===== src/rtl/copier_pkg.sv =====
// Shared types and 7-segment codes for the copier controller.
package copier_pkg;

  typedef enum logic [2:0] {
    IDLE     = 3'd0,
    COPYING  = 3'd1,
    JAMMED   = 3'd2,
    NO_PAPER = 3'd3,
    DONE     = 3'd4
  } state_t;

  localparam logic [6:0] SEG_IDLE     = 7'b0111111;
  localparam logic [6:0] SEG_COPYING  = 7'b0000110;
  localparam logic [6:0] SEG_JAMMED   = 7'b1011011;
  localparam logic [6:0] SEG_NO_PAPER = 7'b1001111;
  localparam logic [6:0] SEG_DONE     = 7'b1100110;

  function automatic logic [6:0] seg_of(state_t s);
    case (s)
      IDLE:     return SEG_IDLE;
      COPYING:  return SEG_COPYING;
      JAMMED:   return SEG_JAMMED;
      NO_PAPER: return SEG_NO_PAPER;
      DONE:     return SEG_DONE;
      default:  return SEG_IDLE;
    endcase
  endfunction

endpackage


===== src/rtl/copier_page_timer.sv =====
// Per-page cycle counter; wrap is high on the enabled cycle that completes a page.
module copier_page_timer #(
  parameter int unsigned PAGE_CYCLES = 4,
  parameter int unsigned CW          = $clog2(PAGE_CYCLES + 1)
) (
  input  logic          clk_2,
  input  logic          reset,
  input  logic          enable,
  input  logic          clear,
  output logic          wrap,
  output logic [CW-1:0] page_cnt
);

  assign wrap = enable && (page_cnt == CW'(PAGE_CYCLES - 1));

  always_ff @(posedge clk_2) begin
    if (reset || clear) begin
      page_cnt <= '0;
    end else if (enable) begin
      page_cnt <= wrap ? '0 : page_cnt + CW'(1);
    end
  end

endmodule


===== src/rtl/copier_ctrl.sv =====
// Copier job FSM: counts pages down, suspends on jam / paper-out / open lid
// without losing the remaining count.
module copier_ctrl
  import copier_pkg::*;
#(
  parameter int unsigned QTY_W       = 4,
  parameter int unsigned PAGE_CYCLES = 4
) (
  input  logic             clk_2,
  input  logic             reset,
  input  logic             start,
  input  logic             cancel,
  input  logic [QTY_W-1:0] qty,
  input  logic             paper,
  input  logic             jam,
  input  logic             lid_closed,
  output logic [2:0]       state_o,
  output logic             copying,
  output logic             no_paper,
  output logic             jammed,
  output logic             done,
  output logic             page_tick,
  output logic [QTY_W-1:0] remaining,
  output logic [6:0]       seg
);

  localparam int unsigned CW = $clog2(PAGE_CYCLES + 1);

  state_t           state_q, state_d;
  logic [QTY_W-1:0] rem_q, rem_d;
  logic             lid_opened_q, lid_opened_d;
  logic             tick_d;
  logic             cnt_en, cnt_clr, wrap;
  logic [CW-1:0]    page_cnt;

  copier_page_timer #(.PAGE_CYCLES(PAGE_CYCLES), .CW(CW)) u_timer (
    .clk_2    (clk_2),
    .reset    (reset),
    .enable   (cnt_en),
    .clear    (cnt_clr),
    .wrap     (wrap),
    .page_cnt (page_cnt)
  );

  always_ff @(posedge clk_2) begin
    if (reset) begin
      state_q      <= IDLE;
      rem_q        <= '0;
      lid_opened_q <= 1'b0;
      page_tick    <= 1'b0;
    end else begin
      state_q      <= state_d;
      rem_q        <= rem_d;
      lid_opened_q <= lid_opened_d;
      page_tick    <= tick_d;
    end
  end

  always_comb begin
    state_d      = state_q;
    rem_d        = rem_q;
    lid_opened_d = lid_opened_q;
    tick_d       = 1'b0;
    cnt_en       = 1'b0;
    cnt_clr      = 1'b0;
    if (cancel) begin
      state_d      = IDLE;
      rem_d        = '0;
      lid_opened_d = 1'b0;
      cnt_clr      = 1'b1;
    end else begin
      case (state_q)
        IDLE: begin
          if (start && qty != '0) begin
            rem_d   = qty;
            cnt_clr = 1'b1;
            if (jam)         state_d = JAMMED;
            else if (!paper) state_d = NO_PAPER;
            else             state_d = COPYING;
          end
        end
        COPYING: begin
          if (jam) begin
            state_d = JAMMED;
            cnt_clr = 1'b1;
          end else if (!paper) begin
            state_d = NO_PAPER;
            cnt_clr = 1'b1;
          end else if (lid_closed) begin
            cnt_en = 1'b1;
            if (wrap) begin
              rem_d  = rem_q - QTY_W'(1);
              tick_d = 1'b1;
              if (rem_q == QTY_W'(1)) state_d = DONE;
            end
          end
        end
        JAMMED: begin
          // Recovery requires the operator to have opened and re-closed the lid.
          if (!lid_closed) lid_opened_d = 1'b1;
          if (lid_opened_q && lid_closed && !jam) begin
            lid_opened_d = 1'b0;
            cnt_clr      = 1'b1;
            state_d      = paper ? COPYING : NO_PAPER;
          end
        end
        NO_PAPER: begin
          if (jam) begin
            state_d = JAMMED;
          end else if (paper && lid_closed) begin
            state_d = COPYING;
            cnt_clr = 1'b1;
          end
        end
        DONE: state_d = IDLE;
        default: begin
          state_d = IDLE;
          rem_d   = '0;
          cnt_clr = 1'b1;
        end
      endcase
    end
  end

  assign state_o   = state_q;
  assign copying   = (state_q == COPYING) && lid_closed;
  assign no_paper  = (state_q == NO_PAPER);
  assign jammed    = (state_q == JAMMED);
  assign done      = (state_q == DONE);
  assign remaining = rem_q;
  assign seg       = seg_of(state_q);

endmodule


===== config.mk =====
export PLATFORM = sky130hd
export DESIGN_NAME = copier_ctrl
export DESIGN_NICKNAME = d
export VERILOG_FILES = /design/src/rtl/copier_pkg.sv /design/src/rtl/copier_page_timer.sv /design/src/rtl/copier_ctrl.sv
export SDC_FILE = /design/constraint.sdc
export NUM_CORES = 1
export LEC_CHECK = 0
export CAP_MARGIN = 25
export CORE_MARGIN = 3
export CORE_UTILIZATION = 45
export CTS_CLUSTER_SIZE = 40
export DETAILED_ROUTE_END_ITERATION = 10
export PLACE_DENSITY = 0.88
export SYNTH_ARGS = -nofsm -noshare
export SYNTH_HDL_FRONTEND = slang
export SYNTH_SLANG_ARGS = --single-unit
export TNS_END_PERCENT = 1

===== constraint.sdc =====
create_clock -name clk_2 -period 2.05 [get_ports clk_2]
set_input_delay 0.205 -clock clk_2 [delete_from_list [all_inputs] [get_ports clk_2]]
set_output_delay 0.205 -clock clk_2 [all_outputs]
set_load 0.01 [all_outputs]

After elaboration in Yosys (flattened, before gate mapping)
Cells that the tools add are included.

Register bits after elaboration: 12. Latch bits: 0. RAM bits: 0. Bits in read-only memories: 0. Input port bits: 11. Output and inout port bits: 19. Logic and storage cells: 80. Memories kept: 0.

Add/subtract/negate cells: 2. Multiply operators: 0. Div/mod/pow operators: 0. Magnitude comparators: 0. Eq/ne operators: 17. Shift operators: 0. Muxes and demuxes: 36. Bitwise operators: 4. Reduce and logical (&&, ||, !) cells: 16.

Operators by type and width (number): 3-bit 2-to-1 mux (10); 7-bit case mux with 4 select lines (1); 4-bit 2-to-1 mux (5); 1-bit 2-to-1 mux (15); 3-bit case mux with 4 select lines (1); 4-bit case mux with 3 select lines (1); 6-bit AND reduction (2); 3-bit by 2-bit equality test with 1-bit output, second input constant (3); 2-bit != test, second input constant (4); 4-bit != test, second input constant (2); 1-bit logical AND (6); 2-bit by 1-bit != test with 1-bit output, second input constant (3); 6-bit OR reduction (1); 1-bit case mux with 5 select lines (1); 4-bit by 1-bit equality test with 1-bit output, second input constant (1); 2-bit 2-to-1 mux (2); 4-bit by 3-bit != test with 1-bit output, second input constant (1); 1-bit NOT (4); 4-bit nonzero test (1); 4-bit by 1-bit subtractor with 4-bit output, second input constant (1); 3-bit by 1-bit adder with 3-bit output, second input constant (1); 3-bit by 1-bit equality test with 1-bit output, second input constant (1); 3-bit equality test, second input constant (1); 3-bit logical NOT (1); other kinds (6) (6).

Logic depth before layout (Yosys ltp)
Gate-level depths: netlist of the first run.

Word-level depth: 11. Depth in mapped cells: 6. Gate-level depth less buffers: 6.

By module
Synthesis of the first run repeated with hierarchy kept, for this count alone.

Cell total of the unflattened synthesis: 118. Area, all modules: 890.9 sq um.

By module, submodules not included: copier_ctrl (instances 1, cells an instance 104, area each 753.2 sq um, seq. area each 180.2 sq um); copier_page_timer (instances 1, cells an instance 14, area each 137.6 sq um, seq. area each 60.1 sq um).

Worst setup path before layout of the first run
Ideal clock, no wire load.

Path kind: reg-to-reg. Start: register u_timer.page_cnt[0]. End: register rem_q[2], in the netlist remaining[2]. Setup time: 139 ps. Arrival time: 1506 ps. Required time: 1911 ps. Setup slack: 405 ps. Cell stages (with the launch flop): 7. Buffers on the path: 0. Period minus slack after synthesis: 1645 ps. Path through: dfxtp_1 > ha_1 > ha_1 > nor4bb_1 > a21o_1 > a221oi_2 > o32ai_1.

Cells in the longest elaborated chain, start to end: 4.

RTL lines: start: declaration (RTL line copier_page_timer.sv:11) `output logic [CW-1:0] page_cnt`; start signal: assignment (RTL line copier_page_timer.sv:20) `page_cnt <= wrap ? '0 : page_cnt + CW'(1);`; 3-bit by 2-bit equality test with 1-bit output (RTL line copier_page_timer.sv:14) `assign wrap = enable && (page_cnt == CW'(PAGE_CYCLES - 1));`; 1-bit logical AND (RTL line copier_page_timer.sv:14); 2-bit by 1-bit != test with 1-bit output (no source line); 6-bit AND reduction (no source line); end signal: assignment (RTL line copier_ctrl.sv:53) `rem_q <= rem_d;`; end: declaration (RTL line copier_ctrl.sv:30) `logic [QTY_W-1:0] rem_q, rem_d;`.

Every way passes these cells. A chain may end at the register's enable or synchronous reset.

Worst setup path after layout of the first run
Start: register state_q[2], in the netlist state_o[2]. End: output jammed.

Cells in the longest elaborated chain, start to end: 1.

RTL lines: start: declaration (RTL line copier_ctrl.sv:29) `state_t state_q, state_d;`; start signal: assignment (RTL line copier_ctrl.sv:52) `state_q <= state_d;`; 3-bit by 2-bit equality test with 1-bit output (RTL line copier_ctrl.sv:128) `assign jammed = (state_q == JAMMED);`; end: declaration (RTL line copier_ctrl.sv:20) `output logic jammed,`.

Every way passes these cells.

==> flow_summary.json, run 1 <==
{
  "synth-compound-area-share_pct": 26.4,
  "num-fill-cells": 152,
  "synthAdderAreaFrac_pct": 5.39,
  "start_util_pct": 50.5,
  "critPathTopFamily": "buffers and inverters",
  "async_flop_share_pct": 0,
  "hpwl_mm": 1.90,
  "vias": 979,
  "path_cells": "or3b_4 -> inv_2 -> clkdlybuf4s50_1",
  "hold_depth": 2,
  "grt_max_degree": 12,
  "grt_pass1_wl_mm": 4.00,
  "max_freq_mhz": 517,
  "setup_violations": 0,
  "firstDrtPassIters": 4,
  "cts_buffers": 3,
  "synthMuxAreaShare_pct": 4.31,
  "synthesis.nets": 131,
  "placed_cell_area_um2": 1250,
  "r2r-end": "remaining[0]$_SDFFE_PP0P_",
  "fin_crit_ps": 1930,
  "start_kind": "register",
  "grt_usage_pct": 20.4,
  "rr_worst_depth": 6,
  "synth_edf_count": 0,
  "wl_mm": 2.45,
  "clk_pin_slew_ps": 90,
  "cts_tree": "done",
  "antenna_found_initial": 0,
  "vdd_drop_max_uv": 295,
  "numClockSinks": 12,
  "period_share_pct": 94.4,
  "critPathKind": "register to output port",
  "place.gp.congestion": 0.915,
  "ys.flop_type": "dfxtp_1",
  "worst_slew_pin_slew_ps": 630,
  "run_status": "complete, no violations",
  "syn-cell-area_um2": 928,
  "fp.dieW_um": 51.4,
  "hold_start": "u_timer.page_cnt[1]$_SDFFE_PP0P_",
  "whs_endpoint": "u_timer.page_cnt[1]$_SDFFE_PP0P_",
  "hp-class": "register to register",
  "routedWlPerCell_um": 14.2,
  "endpoint_kind": "output port",
  "required_ps": 1850,
  "layout-drive-gt1-share_pct": 14.2,
  "final_nets": 164,
  "reg2reg_setup_slack_ps": 170,
  "power_density_nw_per_um2": 481,
  "synth_top_family_by_area": "simple AND/OR/NAND/NOR gates",
  "synth_xor_area_share_pct": 0.943,
  "io_pins": 30,
  "hold_violations": 0,
  "drc_errors": 0,
  "ys_ff_latch": 12,
  "path_max_fanout": 11,
  "drv_cap": 0,
  "power_leakage_uw": 0.000486,
  "area_growth_syn_to_layout_pct": 38.8,
  "die_h_um": 51.4,
  "rsz0062_at_grt": "no",
  "h-tree-depth": 1,
  "core_area_um2": 1840,
  "power_uw": 620,
  "yosys.area_share.simple_pct": 29.8,
  "overflow": 0,
  "rows": 15,
  "critical_path.slowest_cell": "clkdlybuf4s50_1",
  "synth_cells": 116,
  "grt_pass1_vias": 914,
  "finalClockSkew_ps": 11.7,
  "hold_ws_ps": 467,
  "clockBufferDepth": 2,
  "ys_seq_area_share_pct": 25.9,
  "io_buffers": 28,
  "avgViaCountPerCell": 5.66,
  "ant_nets": 0,
  "critPathBufInv": 2,
  "avgSynthCellArea_um2": 8.00,
  "die_area_um2": 2640,
  "cts_root_buf": "clkbuf_4",
  "ys_warn_count": 0,
  "ys_types": 42,
  "dr.first_iter.drc_count": 55,
  "slew_headroom_pct": 57.7,
  "reg2reg_from": "u_timer.page_cnt[0]$_SDFFE_PP0P_",
  "insertion_delay_ps": 290,
  "final_cell_area_um2": 1290,
  "worstPathArrival_ps": 1730,
  "antenna_cells": 0,
  "drv_slew": 0,
  "tns_ps": 0,
  "crit_path_max_incr_delay_ps": 540,
  "cts_hold_buf": 0
}
-- registers in the layout, indices dropped and copies added (netlist names) --
name and count:
u_timer.page_cnt 3, lid_opened_q 1, state_o 3, remaining 4, page_tick 1
-- logic make-up after synthesis --
group,after synthesis
simple gates,48
fa+ha+maj,4
xor+xnor,1
buf+inv,13
flops,12
other cells,1
compound gates,33
mux,4
-- cell usage in the layout, fill, tap and decap left out, types with 2 or more instances in the layout --
cell	instances
or3_1	3
a21o_1	2
clkdlybuf4s50_1	28
dfxtp_1	10
o21ai_0	7
a22o_1	2
dfxtp_2	2
inv_1	6
nor2_1	6
ha_1	4
a211o_1	2
nor4bb_1	2
a221o_1	2
or2_2	2
clkbuf_4	3
nor2b_1	4
buf_4	6
nand2_1	15
a22oi_1	2
nor3_1	3
mux2i_1	4
o21bai_1	2
and2_1	3
a21oi_1	7
-- cells in the mapped netlist (3+ instances only) --
cell       n  area share, %
a21oi_1    7            3.8
nor3_1     3            1.6
inv_1      6            2.4
or3_1      3            2.0
and2_1     3            2.0
nor2b_1    5            3.4
nand2_1   15            6.1
mux2i_1    4            4.3
ha_1       4            5.4
dfxtp_1   12             26
clkbuf_1   3            1.2
nor2_1     6            2.4
o21ai_0    7            3.8
-- stage by stage --
step           setup slack [ps]  cells  util (%)
3_5_place_dp               75.8    169      67.8
6_report                    115    173      70.1
2_1_floorplan               405    116         -
5_1_grt                    37.0    173      70.1
3_3_place_gp                140    169      67.8
4_1_cts                    67.6    173      70.0
-- power breakdown --
part / leakage (uW) / switching (uW) / internal [uW]
combinational: 0.000367 / 81.8 / 92.0
clock: 0.0000210 / 90.9 / 108
sequential: 0.0000982 / 8.18 / 239
-- layer usage --
layer / up-vias / share of wire, % / GRT usage [%] / routed length (um)
li1: 478 / - / - / -
met1: 442 / 44 / 25.0 / 1070
met2: 52 / 46 / 32.0 / 1120
met3: 7 / 8.1 / 4.66 / 199
met4: 0 / 2.4 / 12.2 / 58
met5: - / 0 / 0 / 0
-- tightest hold or removal path: stages (launching register included) --
cell and delay (ps):
dfxtp_1 320, nand2_1 50, a21oi_1 50
-- worst max-delay path by stage --
| stage | from | end | cells after the start |
|---|---|---|---|
| after floorplan | u_timer.page_cnt[0]$_SDFFE_PP0P_ | remaining[2]$_SDFFE_PP0P_ | 6 |
| after global placement | qty[3] | remaining[2]$_SDFFE_PP0P_ | 5 |
| after detailed placement | qty[3] | remaining[2]$_SDFFE_PP0P_ | 5 |
| after CTS | state_o[0]$_SDFFE_PP0P_ | jammed | 3 |
| after global routing | u_timer.page_cnt[0]$_SDFFE_PP0P_ | remaining[1]$_SDFFE_PP0P_ | 6 |
| final | state_o[2]$_SDFFE_PP0P_ | jammed | 3 |
-- area by class of cell --
class	instances	area, um^2	share of cell area (%)
multi-input combinational	91	627	48.6
sequential	12	243	18.8
timing repair buffer	34	325	25.2
tap	25	31.3	2.43
clock buffer	4	36.3	2.82
inverter	7	26.3	2.04
-- timing repair --
item | 4_1_cts | 5_1_grt
setup endpoints to repair | 3 | 2
buffers inserted | 0 | 0
gates resized for setup | 2 | 1
gates cloned | 0 | 0
No activity file was read; power rests on OpenSTA's default activity.
==> run 2: changes to the inputs <==
--- a/config.mk
+++ b/config.mk
@@ -5,12 +5,14 @@
 export SDC_FILE = /design/constraint.sdc
 export NUM_CORES = 1
 export LEC_CHECK = 0
+export ABC_AREA = 1
 export CAP_MARGIN = 25
 export CORE_MARGIN = 3
 export CORE_UTILIZATION = 45
 export CTS_CLUSTER_SIZE = 40
 export DETAILED_ROUTE_END_ITERATION = 10
 export PLACE_DENSITY = 0.88
+export RECOVER_POWER = 50
 export SYNTH_ARGS = -nofsm -noshare
 export SYNTH_HDL_FRONTEND = slang
 export SYNTH_SLANG_ARGS = --single-unit
==> run 2 against run 1 <==
Non-clock buffer count decreased by 3. Combinational power increased by 50%. Maximum frequency increased by 0.55%. Sequential share of layout area increased by 0.11 points. First-iteration DRC count decreased by 47%. Die area increased by 2.0%. Flip-flop and latch count unchanged. Critical path type unchanged. Highest routed layer unchanged.
==> flow_summary.json, run 2 <==
{
  "setup_violations": 0,
  "dr_wl_met2_mm": 1.00,
  "drc_errors": 0,
  "run_status": "complete, no violations",
  "ys_types": 25,
  "power_density_nw_per_um2": 550,
  "clockBufferDepth": 2,
  "cts_buffers": 3,
  "wl_mm": 2.24,
  "start_kind": "register",
  "fp.dieW_um": 51.9,
  "synth_top_area_share_pct": 25.3,
  "final_nets": 190,
  "num-fill-cells": 156,
  "area_growth_syn_to_layout_pct": 37.0,
  "async_flop_share_pct": 0,
  "crit_top_cell": "nand2_1",
  "ys_warn_count": 0,
  "critical_path.slowest_cell": "clkdlybuf4s50_1",
  "hp-class": "register to register",
  "placed_cell_area_um2": 1250,
  "start_util_pct": 51.1,
  "wl_met1_mm": 1.04,
  "synthesis.nets": 156,
  "vias": 984,
  "crit_path_max_incr_delay_ps": 530,
  "multi_input_area_um2": 611,
  "grt_pass1_wl_mm": 3.84,
  "hold_ws_ps": 469,
  "fin_crit_ps": 1920,
  "rows": 15,
  "top_layer": "met4",
  "worstPathArrival_ps": 1720,
  "synth_cells": 141,
  "hold_depth": 2,
  "seq_area_um2": 246,
  "critPathKind": "register to output port",
  "core_area_um2": 1860,
  "rr_worst_depth": 7,
  "layout_commonest_cell": "nand2_1",
  "layout_common_cells": "nand2_1 (35), nor2_1 (23), clkdlybuf4s50_1 (19), inv_1 (14)",
  "ys_seq_area_share_pct": 25.3,
  "drv_cap": 0,
  "grt_max_degree": 9,
  "cts_tree": "done",
  "max_freq_mhz": 520,
  "routedWlPerCell_um": 11.3,
  "wl_met3_um": 159,
  "path_max_fanout": 8,
  "finalClockSkew_ps": 0.674,
  "synth_area_leaders": "dfxtp_1 (25%), nand2_1 (14%), nor2_1 (8.7%), inv_1 (5.5%), ha_1 (5.3%)",
  "path_cells": "inv_2 -> nand2_1 -> o21ai_2 -> nor2_2 -> inv_1 -> nand2_1 -> clkdlybuf4s50_1",
  "synth_edf_count": 0,
  "hpwl_mm": 1.79,
  "syn-cell-area_um2": 950,
  "fin_util_pct": 70.0,
  "insertion_delay_ps": 280,
  "dr.first_iter.drc_count": 29,
  "hold_violations": 0,
  "endpoint_kind": "output port",
  "clk_pin_slew_ps": 80,
  "required_ps": 1850,
  "drv_slew": 0,
  "io_pins": 30,
  "avgSynthCellArea_um2": 6.74,
  "largest_reg_flops": 4,
  "die_area_um2": 2700,
  "firstDrtPassIters": 4,
  "place.gp.congestion": 0.857,
  "antenna_cells": 0,
  "numClockSinks": 12,
  "ys_top_cells_by_count": "nand2_1 (35), nor2_1 (22), inv_1 (14), dfxtp_1 (12), nand3_1 (8)",
  "antenna_found_initial": 0,
  "ys.flop_type": "dfxtp_1",
  "h-tree-depth": 1,
  "ys_ff_latch": 12,
  "vdd_drop_max_uv": 421,
  "overflow": 0,
  "rsz0062_at_grt": "no",
  "io_buffers": 28,
  "synth.most_common_cell": "nand2_1",
  "fin_cells": 199,
  "synth.largest_area_cell": "dfxtp_1",
  "dpl.cell_count": 192,
  "final_cell_area_um2": 1300,
  "cts_root_buf": "clkbuf_4",
  "grt_pass1_vias": 904,
  "layout-drive-gt1-share_pct": 18.4,
  "die_h_um": 51.9,
  "avgViaCountPerCell": 4.94,
  "ant_nets": 0,
  "grt_usage_pct": 19.2,
  "tns_ps": 0,
  "period_share_pct": 93.9,
  "power_leakage_uw": 0.000589
}
## run 2: cell types whose count changed in the layout (fill, tap and decap cells not counted), moves of 5 or more
cell             before  now
inv_1                 6   14
nand2_1              15   35
clkdlybuf4s50_1      28   19
nor2_1                6   23
o21ai_0               7    2
dlygate4sd3_1         0    8
nand3_1               1    9
## run 2: path summary, 6_finish.rpt
kind,endpoint,startpoint,slack (ps)
max reg2reg,remaining[3]$_SDFFE_PP0P_,u_timer.page_cnt[0]$_SDFFE_PP0P_,530
min reg2reg,u_timer.page_cnt[1]$_SDFFE_PP0P_,u_timer.page_cnt[1]$_SDFFE_PP0P_,470
min,u_timer.page_cnt[1]$_SDFFE_PP0P_,u_timer.page_cnt[1]$_SDFFE_PP0P_,470
max,seg[3],state_o[2]$_SDFFE_PP0P_,130
## run 2: per-stage QoR
| step | total power, uW | worst slack [ps] |
|---|---|---|
| CTS | 723 | 22.3 |
| global route | 764 | 8.02 |
| floorplan | 429 | 621 |
| global placement | 523 | 311 |
| finish | 716 | 126 |
| detailed placement | 525 | 220 |
## run 2: worst max-delay path: cells and delay by family, from the launching register on
family,cells,cell delay [ps]
DFF,1,380
AOI/OAI and AO/OA,1,80
and+or+nand+nor,3,280
buffers and inverters,3,690
## run 2: where the power goes
part	internal, uW	switching, uW	total [uW]
sequential	243	13.9	257
combinational	120	141	261
clock	108	89.9	198
total	472	244	716
## run 2: area by class of cell
cell class                      instances  area share (%)
Sequential cell                        12            18.9
Tap cell                               25            2.40
Inverter                               19            5.48
Timing Repair Buffer                   31            23.5
Multi-Input combinational cell        108            46.9
Clock buffer                            4            2.79
## run 2: cells by family after synthesis
| logic type | synth area share [%] |
|---|---|
| and+or+nand+nor | 49.3 |
| buffers and inverters | 9.09 |
| AOI/OAI and AO/OA | 9.75 |
| DFF | 25.3 |
| adders and majority gates | 5.27 |
| xor gates and xnor gates | 0.922 |
| other | 0.395 |
## run 2: what timing repair did
| item | 4_1_cts | 5_1_grt |
|---|---|---|
| setup buffers | 0 | 3 |
| hold buffers | 0 | 0 |
| endpoints found under the setup margin | 3 | 3 |
| pin swaps | 0 | 1 |
| resized for setup | 2 | 4 |
## run 2: per-layer routing
| layer | track usage [%] | up-vias |
|---|---|---|
| met1 | 24.2 | 432 |
| met4 | 9.17 | 0 |
| met3 | 5.16 | 5 |
| li1 | - | 510 |
| met2 | 30.1 | 37 |
| met5 | 0 | - |
